===== src/rtl/rsa_modexp_core_if.sv =====
// Operand/result bundle for the modular-exponentiation engine.
// The master drives operands and the slave (the core) returns the result.
interface rsa_modexp_core_if #(
    parameter int WIDTH = 3
);
    logic                 in_valid;
    logic                 in_ready;
    logic [WIDTH*2-1:0]   in_text;
    logic [WIDTH*2-1:0]   in_key;
    logic [WIDTH*2-1:0]   in_n;
    logic                 out_valid;
    logic [WIDTH*2-1:0]   out_text;
    logic                 out_err;

    modport master (
        output in_valid, in_text, in_key, in_n,
        input  in_ready, out_valid, out_text, out_err
    );

    modport slave (
        input  in_valid, in_text, in_key, in_n,
        output in_ready, out_valid, out_text, out_err
    );
endinterface


===== src/rtl/rsa_modexp_core.sv =====
// LSB-first square-and-multiply engine: out_text = in_text^in_key mod in_n.
// One operation in flight; WIDTH*2 exponent steps per operation.
module rsa_modexp_core #(
    parameter int WIDTH = 3
) (
    input  logic              clk,
    input  logic              rst,
    rsa_modexp_core_if.slave  bus,
    output logic [1:0]        o_state
);
    localparam int W2 = WIDTH * 2;
    localparam int W4 = WIDTH * 4;
    localparam int CW = $clog2(W2);
    localparam logic [CW-1:0] CNT_LAST = CW'(W2 - 1);

    localparam logic [1:0] S_IDLE = 2'd0;
    localparam logic [1:0] S_CALC = 2'd1;
    localparam logic [1:0] S_DONE = 2'd2;

    logic [1:0]    r_state;
    logic [W2-1:0] r_mod;
    logic [W2-1:0] r_base;
    logic [W2-1:0] r_exp;
    logic [W2-1:0] r_res;
    logic [CW-1:0] r_cnt;
    logic          r_err;
    logic [W2-1:0] r_out_text;
    logic          r_out_err;

    logic          w_cap_err;
    logic [W2-1:0] w_cap_mod;
    logic [W2-1:0] w_cap_base;
    logic [W2-1:0] w_mod_safe;
    logic [W4-1:0] w_mod_ext;
    logic [W4-1:0] w_prod_rb;
    logic [W4-1:0] w_prod_bb;
    logic [W2-1:0] w_res_next;
    logic [W2-1:0] w_base_next;

    // A zero modulus is replaced by 1 for the divider so % never sees zero;
    // the err flag then forces base/res to 0 so the substitute never shows.
    always_comb begin
        w_cap_err   = (bus.in_n == '0);
        w_cap_mod   = w_cap_err ? W2'(1) : bus.in_n;
        w_cap_base  = bus.in_text % w_cap_mod;
        w_mod_safe  = r_err ? W2'(1) : r_mod;
        w_mod_ext   = {{W2{1'b0}}, w_mod_safe};
        w_prod_rb   = {{W2{1'b0}}, r_res}  * {{W2{1'b0}}, r_base};
        w_prod_bb   = {{W2{1'b0}}, r_base} * {{W2{1'b0}}, r_base};
        w_res_next  = r_res;
        w_base_next = W2'(w_prod_bb % w_mod_ext);
        if (r_exp[0]) begin
            w_res_next = W2'(w_prod_rb % w_mod_ext);
        end
        if (r_err) begin
            w_res_next  = '0;
            w_base_next = '0;
        end
    end

    always_ff @(posedge clk) begin
        if (rst) begin
            r_state    <= S_IDLE;
            r_mod      <= '0;
            r_base     <= '0;
            r_exp      <= '0;
            r_res      <= '0;
            r_cnt      <= '0;
            r_err      <= 1'b0;
            r_out_text <= '0;
            r_out_err  <= 1'b0;
        end else begin
            case (r_state)
                S_IDLE: begin
                    if (bus.in_valid) begin
                        r_mod   <= bus.in_n;
                        r_base  <= w_cap_err ? '0 : w_cap_base;
                        r_exp   <= bus.in_key;
                        r_res   <= (bus.in_n <= W2'(1)) ? '0 : W2'(1);
                        r_cnt   <= '0;
                        r_err   <= w_cap_err;
                        r_state <= S_CALC;
                    end
                end
                S_CALC: begin
                    r_res  <= w_res_next;
                    r_base <= w_base_next;
                    r_exp  <= r_exp >> 1;
                    r_cnt  <= r_cnt + CW'(1);
                    if (r_cnt == CNT_LAST) begin
                        r_out_text <= w_res_next;
                        r_out_err  <= r_err;
                        r_state    <= S_DONE;
                    end
                end
                S_DONE: begin
                    r_state <= S_IDLE;
                end
                default: begin
                    r_state <= S_IDLE;
                end
            endcase
        end
    end

    // Handshake: operands are taken on an edge where in_valid && in_ready;
    // in_ready is high only in IDLE, out_valid only in DONE, so they never overlap.
    assign bus.in_ready  = (r_state == S_IDLE);
    assign bus.out_valid = (r_state == S_DONE);
    assign bus.out_text  = r_out_text;
    assign bus.out_err   = r_out_err;
    assign o_state       = r_state;
endmodule

===== src/flat_wrapper.sv =====
// flat-port wrapper written by rule: the top's interface ports become plain ports
module rsa_modexp_core_flat 
#(
    parameter int WIDTH = 3
)
  (clk, rst, o_state, bus_in_valid, bus_in_text, bus_in_key, bus_in_n, bus_in_ready, bus_out_valid, bus_out_text, bus_out_err);
  rsa_modexp_core_if #(.WIDTH(WIDTH)) bus_i ();
  input  logic clk;
  input  logic rst;
  output logic [1:0] o_state;
  input wire logic [$bits(bus_i.in_valid)-1:0] bus_in_valid;
  input wire logic [$bits(bus_i.in_text)-1:0] bus_in_text;
  input wire logic [$bits(bus_i.in_key)-1:0] bus_in_key;
  input wire logic [$bits(bus_i.in_n)-1:0] bus_in_n;
  output wire logic [$bits(bus_i.in_ready)-1:0] bus_in_ready;
  output wire logic [$bits(bus_i.out_valid)-1:0] bus_out_valid;
  output wire logic [$bits(bus_i.out_text)-1:0] bus_out_text;
  output wire logic [$bits(bus_i.out_err)-1:0] bus_out_err;
  assign bus_i.in_valid = bus_in_valid;
  assign bus_i.in_text = bus_in_text;
  assign bus_i.in_key = bus_in_key;
  assign bus_i.in_n = bus_in_n;
  assign bus_in_ready = bus_i.in_ready;
  assign bus_out_valid = bus_i.out_valid;
  assign bus_out_text = bus_i.out_text;
  assign bus_out_err = bus_i.out_err;
  rsa_modexp_core #(.WIDTH(WIDTH)) u_core (.clk(clk), .rst(rst), .bus(bus_i), .o_state(o_state));
endmodule

===== config.mk =====
export PLATFORM = sky130hd
export DESIGN_NAME = rsa_modexp_core_flat
export DESIGN_NICKNAME = d
export VERILOG_FILES = /design/src/rtl/rsa_modexp_core_if.sv /design/src/rtl/rsa_modexp_core.sv /design/src/flat_wrapper.sv
export SDC_FILE = /design/constraint.sdc
export NUM_CORES = 1
export LEC_CHECK = 0
export CAP_MARGIN = 20
export CORE_ASPECT_RATIO = 1.2
export CORE_UTILIZATION = 50
export CTS_CLUSTER_DIAMETER = 120
export DETAILED_ROUTE_END_ITERATION = 8
export GPL_ROUTABILITY_DRIVEN = 1
export PLACE_DENSITY = 0.72
export SLEW_MARGIN = 20
export SYNTH_ARGS = -nofsm -noshare
export SYNTH_HDL_FRONTEND = slang
export SYNTH_SLANG_ARGS = --single-unit

===== constraint.sdc =====
create_clock -name clk -period 21.2 [get_ports clk]
set_input_delay 2.12 -clock clk [delete_from_list [all_inputs] [get_ports clk]]
set_output_delay 2.12 -clock clk [all_outputs]
set_load 0.01 [all_outputs]

==> metrics.md, run 1 <==
| Metric | Value |
|---|---|
| Clock Skew | slightly below 5 ps |
| Final global-route overflow total | 0 |
| Finished Layout Cells | around 1800 |
| Met1 Usage GRT | 31.5% |
| Gpl congestion | between 0.9 and 1 |
| EDFF count, synth | 0 |
| Vias per cell | between 6 and 7 |
| Antenna cell count | 0 |
| Clock transition at path regs | 60 ps |
| Crit-path max FO | 7 |
| DRT Wirelength | roughly 32 mm |
| Status | complete, but fails checks |
| H-tree Lvls | 2 |
| Vias in the first global route | between 10000 and 15000 |
| R2R Path End | u_core.r_res[0] |
| CP max stage delay | 570 ps |
| Fin crit share | 103% |
| Clock Tree Buf Depth | 2 |
| Die height | between 150 and 200 µm |
| Slowest CP cell | or4_4 |
| Dominant cell by count in the synthesized netlist | ha_1 |
| Die width | between 100 and 150 µm |
| Placed Instances | roughly 1700 |
| TritonCTS buffer count | 5 |
| Tmin final | between 20000 and 25000 ps |
| Synthesized flop and latch total | 37 |
| Layout area overhead | 27.2% |
| Syn Area/Cell | around 7.7 µm² |
| Clk root buf | clkbuf_16 |
| Buffers on Ports | 31 |
| Crit path DAT | around 22000 ps |
| First-pass DRT Iterations | 5 |
| CTS tree | done |
| HP Class | reg2reg |
| RSZ-0062 raised after global routing | true |
| Syn Std Cell Area | between 0.01 and 0.015 mm² |
| Max Slew Vio Count | 0 |
| FF-to-FF Start | u_core.r_base[0] |
| CP Launch Type | flop |
| WP data required | 21350 ps |
| First-pass GRT wire length | 47.2 mm |
| Layout Nets | around 1800 |
| Final setup margin | -572 ps |
| Die area | roughly 0.021 mm² |
| Drt wl/cell | around 18 µm |
| Rows | 57 |
| Post-DP HPWL | 21.3 mm |
| CP Capture Type | flop |
| Core ar. | ~0.020 mm² |
| Top FF cell, synth | dfxtp_1 |
| Sink Count | 37 |
| FF-to-FF path depth | 113 |
| Synth warn | 0 |
| Worst-Margin Slew | ~1000 ps |
| Post-synth ARST share | 0% |
| Most used cell, CP | buf_4 |
| Initial Utilization | between 50% and 60% |
| Antenna-violating nets left | 0 |
| Top cell type's share of synthesized area | between 20% and 30% |
| Synth Net Count | 1583 |
| Unique masters post-synth | about 100 |
| M2 GR Usage | between 40 and 50% |
| DP Worst Slack | -768 ps |
| Largest net degree at the start of global routing | 30 |
| Synth area leader | ha_1 |
| Normalized max-slew margin | 31.1% |
| Vias | between 10000 and 15000 |
| Worst Hold Depth | 2 |
| I/O pin cnt | 32 |
| Critical Path Sink | u_core.r_res[0] |
| DRT iter0 DRCs | about 900 |
| Top cells by area, synth | ha_1, dfxtp_1, fa_1, o21a_1, nand2_1 |
| Met3 usage | 2.03% |
| Crit path from | u_core.r_base[0] |
| Gr usage total | between 20 and 30% |
| DR DRC count | 0 |
| Final design area excluding fillers | between 0.01 and 0.015 mm² |
| Cts hold-fix bufs | 0 |
| Worst reg-to-reg setup slack | -570 ps |
| Endpoints failing setup | 12 |
| Skew-Pair Late Insertion Delay | between 200 and 300 ps |
| Initial antenna violation count | 0 |
| Max cap viols | 0 |
| Busiest grt layer | met2 |
| Fmax | approximately 0.046 GHz |
| Syn Inst Count | 1356 |
| Setup tns final | -6370 ps |
| Synth cell count leaders | ha_1, nand2_1, nor2_1 |
| Post-synthesis sequential area ratio | 7.10% |
| Area post-placement | around 0.012 mm² |
| Critical path class | reg2reg |
| Share of cells above drive strength 1 | between 20% and 30% |
| Failing checks | setup timing |
| Final hold violation count | 0 |
critical path: cells and delay by family (launching register included):
| family | cells | cell delay, ps |
|---|---|---|
| DFF | 1 | 320 |
| adders and majority gates | 15 | 4830 |
| and+or+nand+nor | 24 | 3980 |
| AOI/OAI and AO/OA | 45 | 8240 |
| muxes | 4 | 1170 |
| buffers and inverters | 23 | 2740 |
| xor gates and xnor gates | 2 | 320 |
layout make-up:
cell class	instances	area [µm²]
Timing Repair Buffer	207	1680
Multi-Input combinational cell	1191	10000
Inverter	93	353
Clock buffer	5	125
Clock inverter	3	21.3
Tap cell	265	332
Fill cell	1561	7050
Sequential cell	37	754
routing by layer:
metal / vias up / part of all wire (%)
li1: 5367 / -
met1: 5206 / 41
met2: 402 / 49
met3: 161 / 4.7
met4: 0 / 4.9
met5: - / 0
registers in the layout (all words and copies together) (netlist names):
| register | cells |
|---|---|
| u_core.bus.out_text | 6 |
| u_core.r_base | 6 |
| u_core.r_exp | 6 |
| u_core.r_mod | 6 |
| u_core.r_res | 6 |
| u_core.r_cnt | 3 |
| u_core.o_state | 2 |
| u_core.bus.out_err | 1 |
| u_core.r_err | 1 |
worst min path at each step:
| stage | to | slack [ps] | from |
|---|---|---|---|
| after detailed placement | u_core.bus.out_text[0] | 460 | u_core.bus.out_text[0] |
| after floorplan | u_core.r_mod[0] | 440 | u_core.r_mod[0] |
| after CTS | u_core.r_mod[0] | 470 | u_core.r_mod[0] |
| after global placement | u_core.bus.out_text[0] | 450 | u_core.bus.out_text[0] |
| after global routing | u_core.r_mod[0] | 490 | u_core.r_mod[0] |
| final | u_core.r_mod[0] | 480 | u_core.r_mod[0] |
per-stage QoR:
| step | hold slack, ps | util, % |
|---|---|---|
| final | 476 | 65.3 |
| after global routing | 485 | 65.3 |
| after CTS | 473 | 59.8 |
| after detailed placement | 459 | 56.8 |
| after global placement | 452 | 56.8 |
| after floorplan | 436 | - |
cell usage in the layout (no fill, tap or decap), types with 11 or more instances in the layout:
cell type / n
a21o_1: 26
a21oi_1: 72
a21oi_2: 13
a22oi_1: 12
a31oi_1: 11
and2_1: 33
buf_4: 162
buf_6: 13
clkdlybuf4s50_1: 31
dfxtp_1: 30
fa_1: 28
ha_1: 151
ha_4: 20
inv_1: 85
mux2_2: 17
mux2_4: 12
nand2_1: 127
nand2b_1: 19
nand3_1: 16
nor2_1: 80
nor2_2: 11
nor2b_1: 13
nor3_1: 53
o211ai_1: 20
o21a_1: 67
o21ai_0: 45
o21ai_1: 16
o21ai_2: 13
o31ai_1: 18
xnor2_1: 29
xor2_1: 27
cell families (layout without fill, tap and decap cells):
family | Yosys count | after routing | share of synthesized area (%)
and+or+nand+nor | 458 | 458 | 22.3
AOI/OAI and AO/OA | 421 | 421 | 28.6
adders and majority gates | 207 | 207 | 27.0
buffers and inverters | 128 | 308 | 4.94
xor gates and xnor gates | 57 | 57 | 4.78
muxes | 48 | 48 | 5.31
DFF | 37 | 37 | 7.10
repair_timing:
action	CTS	global route
gates cloned	1	0
setup buffers	41	56
endpoints found under the setup margin	18	18
gates resized for setup	31	163
pin swaps	12	105
Power of run 1 is not shown: default switching activity piles up to over one toggle a cycle in this logic, so the estimate is an artifact.
==> inputs of run 2 (changes only) <==
--- a/config.mk
+++ b/config.mk
@@ -7,11 +7,11 @@
 export LEC_CHECK = 0
 export CAP_MARGIN = 20
 export CORE_ASPECT_RATIO = 1.2
-export CORE_UTILIZATION = 50
+export CORE_UTILIZATION = 55
 export CTS_CLUSTER_DIAMETER = 120
 export DETAILED_ROUTE_END_ITERATION = 8
 export GPL_ROUTABILITY_DRIVEN = 1
-export PLACE_DENSITY = 0.72
+export PLACE_DENSITY = 0.77
 export SLEW_MARGIN = 20
 export SYNTH_ARGS = -nofsm -noshare
 export SYNTH_HDL_FRONTEND = slang
==> run 2 against run 1 <==
Net effect:
- the flow still finishes with violations (setup timing)
- via count is 3.3% lower
- global-route usage is 2.1 points higher
- die area is 9.0% lower
- fmax is 2.1% higher
- first-iteration DRC count is 26% lower
- critical path depth is 4 lower
- sequential share of layout area is 0.24 points higher
- utilization is 3.7 points higher
- setup slack better by 450 ps
- sequential cell count stayed put
- non-clock buffer count is 43 lower
- count of clock-buffer cells in the layout stayed put
==> metrics.md, run 2 (same netlist as run 1, synthesis figures left out) <==
| Metric | Value |
|---|---|
| Crit-path max FO | 8 |
| Max cap viols | 0 |
| Final global-route overflow total | 0 |
| Vias per cell | roughly 6.2 |
| Clock transition at path regs | 60 ps |
| Drt wl/cell | between 15 and 20 µm |
| Final setup margin | -123 ps |
| Rows | 54 |
| Gr usage total | around 28% |
| Setup tns final | -258 ps |
| Die height | 153 µm |
| Crit path DAT | approximately 21000 ps |
| Max Slew Vio Count | 0 |
| HP Class | reg2reg |
| CP max stage delay | roughly 550 ps |
| CP Capture Type | flop |
| Sink Count | 37 |
| Antenna cell count | 0 |
| DR DRC count | 0 |
| Layout Nets | around 1700 |
| I/O pin cnt | 32 |
| Cell family with most CP delay | compound AO/OA/AOI/OAI gates |
| Met1 Usage GRT | around a third |
| Core ar. | between 0.015 and 0.02 mm² |
| Clock Tree Buf Depth | 2 |
| Gpl congestion | around 0.93 |
| Die width | about 130 µm |
| Post-DP HPWL | around 21 mm |
| Skew-Pair Late Insertion Delay | 280 ps |
| DRT Wirelength | 29.0 mm |
| Hold slack | ~470 ps |
| First-pass DRT Iterations | 5 |
| Largest net degree at the start of global routing | 30 |
| # fillers | around 1500 |
| Vias in the first global route | ~10000 |
| Layout area overhead | 21.5% |
| Initial Utilization | a little under three fifths |
| Status | complete, but fails checks |
| Antenna-violating nets left | 0 |
| Slowest CP cell | fa_1 |
| Met3 usage | ~1.4% |
| Normalized max-slew margin | between 30% and 40% |
| Failing checks | setup timing |
| M2 GR Usage | a little over half |
| Clock Skew | roughly 3.3 ps |
| Most used cell, CP | o21a_1 |
| TritonCTS buffer count | 5 |
| CTS tree | done |
| DRT iter0 DRCs | ~670 |
| First-pass GRT wire length | 46.4 mm |
| Worst-Margin Slew | between 900 and 1000 ps |
| Tmin final | ~21000 ps |
| Fmax | ~0.047 GHz |
| CP Launch Type | flop |
| Die area | between 0.015 and 0.02 mm² |
| Busiest grt layer | met2 |
| CP Buf/Inv Count | 9 |
| Initial antenna violation count | 0 |
| H-tree Lvls | 2 |
| Critical path class | reg2reg |
| Vias | 10800 |
| Most frequent cells in the layout | ha_1, nand2_1, buf_4 |
| Final hold violation count | 0 |
| Endpoints failing setup | 4 |
| Fin crit share | 101% |
| Most common cell after layout, fill and taps aside | ha_1 |
| Share of cells above drive strength 1 | 21.7% |
| WP data required | about 21000 ps |
| Buffers on Ports | 31 |
| Clk root buf | clkbuf_16 |
| RSZ-0062 raised after global routing | true |
-- run 2: cell type report --
class                   count  area [µm²]  share of cell area [%]
multi-input cells        1191        9770                    77.1
flip-flops and latches     37         751                    5.92
well taps                 252         315                    2.49
clock buffers               5         125                   0.987
inverters                  93         349                    2.75
clock inverters             3        21.3                   0.168
repair buffers            164        1350                    10.6
-- run 2: worst paths after layout --
check | cells after the start | start | endpoint | slack [ps]
setup / recovery | 109 | u_core.r_res[3] | u_core.r_res[0] | -120
hold / removal | 2 | u_core.r_exp[5] | u_core.r_exp[5] | 470
setup reg to reg | 109 | u_core.r_res[3] | u_core.r_res[0] | -120
hold reg to reg | 2 | u_core.r_exp[5] | u_core.r_exp[5] | 470
-- run 2: through the flow --
| step | std cells | utilization [%] | worst slack (ps) | cell area [µm²] |
|---|---|---|---|---|
| 2_1_floorplan | 1356 | - | -1.70 | 10500 |
| 3_3_place_gp | 1681 | 62.7 | -326 | 11500 |
| 3_5_place_dp | 1681 | 62.7 | -1050 | 11500 |
| 4_1_cts | 1716 | 65.4 | 16.5 | 12000 |
| 5_1_grt | 1745 | 69.0 | -1070 | 12700 |
| 6_report | 1745 | 69.0 | -123 | 12700 |
-- run 2: what timing repair did --
item,in CTS,in global routing
hold buffers,0,0
cloned,0,0
pin swaps,15,54
buffers inserted,27,29
endpoints found under the setup margin,18,18
resized for setup,33,105
-- run 2: per-layer routing --
metal / wire length, µm / share of wire, %
met2: 14800 / 51
met1: 12000 / 41
met4: 1150 / 4.0
met3: 1100 / 3.8
met5: 0 / 0
-- run 2: worst min-delay path: cells and delay by family, from the launching register on --
family          cells  cell delay [ps]
compound gates      1               60
simple gates        1               60
flops               1              310
Power of run 2 is left out for the same reason.
==> inputs of run 3 (changes only) <==
--- a/config.mk
+++ b/config.mk
@@ -5,14 +5,15 @@
 export SDC_FILE = /design/constraint.sdc
 export NUM_CORES = 1
 export LEC_CHECK = 0
-export CAP_MARGIN = 20
+export CAP_MARGIN = 15
 export CORE_ASPECT_RATIO = 1.2
 export CORE_UTILIZATION = 55
 export CTS_CLUSTER_DIAMETER = 120
 export DETAILED_ROUTE_END_ITERATION = 8
 export GPL_ROUTABILITY_DRIVEN = 1
-export PLACE_DENSITY = 0.77
+export PLACE_DENSITY = 0.75
 export SLEW_MARGIN = 20
 export SYNTH_ARGS = -nofsm -noshare
 export SYNTH_HDL_FRONTEND = slang
 export SYNTH_SLANG_ARGS = --single-unit
+export TNS_END_PERCENT = 50
==> constraint.sdc (replaced) <==
create_clock -name clk -period 25.8 [get_ports clk]
set_input_delay 2.58 -clock clk [delete_from_list [all_inputs] [get_ports clk]]
set_output_delay 2.58 -clock clk [all_outputs]
set_load 0.01 [all_outputs]
==> run 3 against run 2 <==
Net effect:
- the run now ends clean
- worst hold slack worse by 3.2 ps
- clock skew shrank 1.7 ps
- die area unchanged
- via count down 8.5%
- critical path depth down 13
- global-route usage is 1.9 points lower
- first-iteration DRC count down 16%
- largest cell class unchanged
==> metrics.md, run 3 (same netlist as run 1, synthesis figures left out) <==
| Metric | Value |
|---|---|
| Die width | ~130 µm |
| RSZ-0062 raised after global routing | false |
| Rows | 54 |
| CTS tree | done |
| Drt wl/cell | 15.4 µm |
| Largest net degree at the start of global routing | 30 |
| DRT iter0 DRCs | 565 |
| Clock Skew | between 1.5 and 2 ps |
| Tmin final | 23940 ps |
| Clk root buf | clkbuf_16 |
| Worst-Margin Slew | slightly below 800 ps |
| Slowest CP cell | a2111oi_4 |
| Antenna-violating nets left | 0 |
| Skew-Pair Late Insertion Delay | 280 ps |
| Core ar. | between 0.015 and 0.02 mm² |
| DR DRC count | 0 |
| Gr usage total | a little over a quarter |
| Vias | 9855 |
| Met1 Usage GRT | 33.2% |
| Initial antenna violation count | 0 |
| Antenna cell count | 0 |
| Cell family with most CP delay | compound AO/OA/AOI/OAI gates |
| Initial Utilization | a little under three fifths |
| Max Slew Vio Count | 0 |
| Clock Tree Buf Depth | 2 |
| Share of cells above drive strength 1 | 7.68% |
| Normalized max-slew margin | a little under half |
| CP max stage delay | around 730 ps |
| Crit-path max FO | 14 |
| Clock transition at path regs | roughly 50 ps |
| Cts hold-fix bufs | 0 |
| Final global-route overflow total | 0 |
| Most common cell after layout, fill and taps aside | ha_1 |
| Max cap viols | 0 |
| Busiest grt layer | met2 |
| CP Buf/Inv Count | 3 |
| Endpoints failing setup | 0 |
| Fin crit share | a little over 90% |
| # fillers | between 1500 and 2000 |
| HP Class | reg2reg |
| Sink Count | 37 |
| Die area | 0.0195 mm² |
| M2 GR Usage | about 47% |
| Crit path DAT | 24150 ps |
| Met3 usage | slightly above 2% |
| Setup tns final | 0 ps |
| Final hold violation count | 0 |
| First-pass GRT wire length | 43.3 mm |
| Gpl congestion | approximately 0.94 |
| H-tree Lvls | 2 |
| Fmax | around 0.042 GHz |
| Worst reg-to-reg setup slack | between 1500 and 2000 ps |
| CP Launch Type | flop |
| First-pass DRT Iterations | 5 |
| CP Capture Type | flop |
| Layout area overhead | 7.04% |
| Post-DP HPWL | just over 20 mm |
| Vias in the first global route | a little under 10000 |
| Most frequent cells in the layout | ha_1, nand2_1, nor2_1, inv_1, a21oi_1 |
| DRT Wirelength | ~25 mm |
| Buffers on Ports | 31 |
| Die height | 153 µm |
| Layout Nets | about 1600 |
| I/O pin cnt | 32 |
| Vias per cell | a little over 6 |
| Critical path class | reg2reg |
| WP data required | 26000 ps |
| TritonCTS buffer count | 5 |
| Status | finished clean |
==> run 3: layer usage <==
metal | up-vias | part of all wire (%)
li1 | 5014 | -
met3 | 48 | 2.6
met2 | 161 | 49
met4 | 0 | 2.5
met1 | 4632 | 46
met5 | - | 0
==> run 3: path summary, 6_finish.rpt <==
check | from | end | depth (start not counted)
max reg2reg | u_core.r_base[0] | u_core.r_base[0] | 96
min | u_core.r_exp[5] | u_core.r_exp[5] | 2
max | u_core.r_base[0] | u_core.r_base[0] | 96
min reg2reg | u_core.r_exp[5] | u_core.r_exp[5] | 2
==> run 3: timing repair <==
item	CTS	global route
setup endpoints to repair	0	12
gates resized for setup	0	14
setup buffers	0	2
==> run 3: metrics by stage <==
step	hold WS (ps)	utilization, %	setup slack [ps]	area [µm²]	std cells
after detailed placement	450	59.5	884	10900	1608
after floorplan	436	-	3920	10400	1356
final	468	60.8	1860	11200	1619
after CTS	469	60.3	817	11100	1616
after global placement	449	59.4	1110	10900	1608
after global routing	492	60.8	52.3	11200	1619
==> run 3: worst register-to-register path: cells and delay by family (launching register included) <==
kind | cells | cell delay (ps)
buf+inv | 3 | 340
simple gates | 22 | 5020
compound gates | 50 | 10850
mux | 4 | 1430
flops | 1 | 590
fa+ha+maj | 17 | 5600
==> run 3: cell type report <==
class / count / area (µm²) / share of cell area [%]
clock buffer: 7 / 153 / 1.37
clock inverter: 1 / 5.00 / 0.0448
inverter: 93 / 349 / 3.13
multi-input combinational: 1191 / 9230 / 82.7
sequential: 37 / 744 / 6.67
tap: 252 / 315 / 2.82
timing repair buffer: 38 / 370 / 3.32
Power of run 3 is left out for the same reason.
==> variant (settings of run 2) <==
`WIDTH` is set to 3 in 3 places; all go to 4.
--- a/src/rtl/rsa_modexp_core_if.sv
+++ b/src/rtl/rsa_modexp_core_if.sv
@@ -1,7 +1,7 @@
 // Operand/result bundle for the modular-exponentiation engine.
 // The master drives operands and the slave (the core) returns the result.
 interface rsa_modexp_core_if #(
-    parameter int WIDTH = 3
+    parameter int WIDTH = 4
 );
     logic                 in_valid;
     logic                 in_ready;
--- a/src/rtl/rsa_modexp_core.sv
+++ b/src/rtl/rsa_modexp_core.sv
@@ -1,7 +1,7 @@
 // LSB-first square-and-multiply engine: out_text = in_text^in_key mod in_n.
 // One operation in flight; WIDTH*2 exponent steps per operation.
 module rsa_modexp_core #(
-    parameter int WIDTH = 3
+    parameter int WIDTH = 4
 ) (
     input  logic              clk,
     input  logic              rst,
--- a/src/flat_wrapper.sv
+++ b/src/flat_wrapper.sv
@@ -1,7 +1,7 @@
 // flat-port wrapper written by rule: the top's interface ports become plain ports
 module rsa_modexp_core_flat 
 #(
-    parameter int WIDTH = 3
+    parameter int WIDTH = 4
 )
   (clk, rst, o_state, bus_in_valid, bus_in_text, bus_in_key, bus_in_n, bus_in_ready, bus_out_valid, bus_out_text, bus_out_err);
   rsa_modexp_core_if #(.WIDTH(WIDTH)) bus_i ();
Ports: changed (resized bus_in_key, bus_in_n, bus_in_text and bus_out_text); port bits go from 32 to 40. The function was not compared with the original's and may differ.
==> variant against run 2 <==
Synthesized area rose by 84%; the flow now stops in global routing.
==> variant: results (changes against run 2) <==
stage,metric,value,unit,change
status,status,aborted with a tool error,,"was complete, but fails checks"
status,Halt Stage,global routing,,
status,Stop Error,[ERROR GRT-0232] Routing congestion too high. Check the congestion heatmap in the GUI.,,
placed_design,gpl congestion,1.02,,was 0.934
clock_tree,clk buf depth,2,,unchanged
logic_synthesis,Commonest cells post-synth,"ha_1, nand2_1, nor2_1",,unchanged
logic_synthesis,Area contributors post-synth,"ha_1, fa_1, dfxtp_1",,"was ha_1, dfxtp_1, fa_1"
logic_synthesis,register area share after synthesis,4.91,%,was 7.10%
placed_design,number of port buffers,39,,was 31
logic_synthesis,"Top FF cell, synth",dfxtp_1,,unchanged
timing,worst setup endpoint GRT,u_core.r_base[5]$_SDFFE_PP0P_/D,,
timing,WEP type,register input,,
clock_tree,total CTS buffers,5,,unchanged
logic_synthesis,asr flop ratio synth,0,%,unchanged
logic_synthesis,Yosys cell types,116,,was 102
global_routing,largest net degree at the start of global routing,34,,
placed_design,dpl hpwl,56900,um,was 21300 um
global_routing,gr ovfl total,368,,
clock_tree,clock sink count,47,,was 37
clock_tree,root buf cell,clkbuf_16,,unchanged
logic_synthesis,Yosys Warn Count,0,,unchanged
global_routing,GRT Total Usage,82.1,%,
logic_synthesis,most instantiated library cell after synthesis,ha_1,,unchanged
logic_synthesis,post-synth net total,2925,,was 1583
clock_tree,H-tree Lvls,2,,unchanged
variant: changes by cell type after synthesis, sizes merged, moves of 57 or more:
cell / run 2 / this run
a21oi: 86 / 158
o21ai: 76 / 133
nor3: 58 / 115
nor2: 95 / 214
nand2: 136 / 216
ha: 176 / 307
variant: metrics by stage:
stage | utilization [%] | std cells | setup WS [ps] | cell area, sq um
4_1_cts | 87.7 | 4037 | -10670 | 30000
3_5_place_dp | 78.2 | 3800 | -12800 | 26700
3_3_place_gp | 78.2 | 3800 | -11920 | 26700
2_1_floorplan | - | 2526 | -10710 | 19800
variant: cells by family after synthesis:
| kind of cell | count (synthesis) | synth area share (%) |
|---|---|---|
| adder cells (fa/ha/maj) | 373 | 26.9 |
| AND/OR/NAND/NOR | 908 | 24.2 |
| XOR/XNOR | 118 | 5.40 |
| buffers and inverters | 221 | 4.62 |
| flip-flops | 47 | 4.91 |
| AO/OA/AOI/OAI | 762 | 28.2 |
| multiplexers | 97 | 5.83 |
variant: layer usage:
layer | global-route usage, % | overflow
met4 | 85.2 | 101
met1 | 78.6 | 11
met3 | 69.3 | 16
met2 | 97.8 | 240
met5 | 48.0 | 0
variant: what timing repair did:
item / 4_1_cts
buffers inserted: 227
cloned: 2
resized for setup: 290
setup endpoints to repair: 24
pin swaps: 281
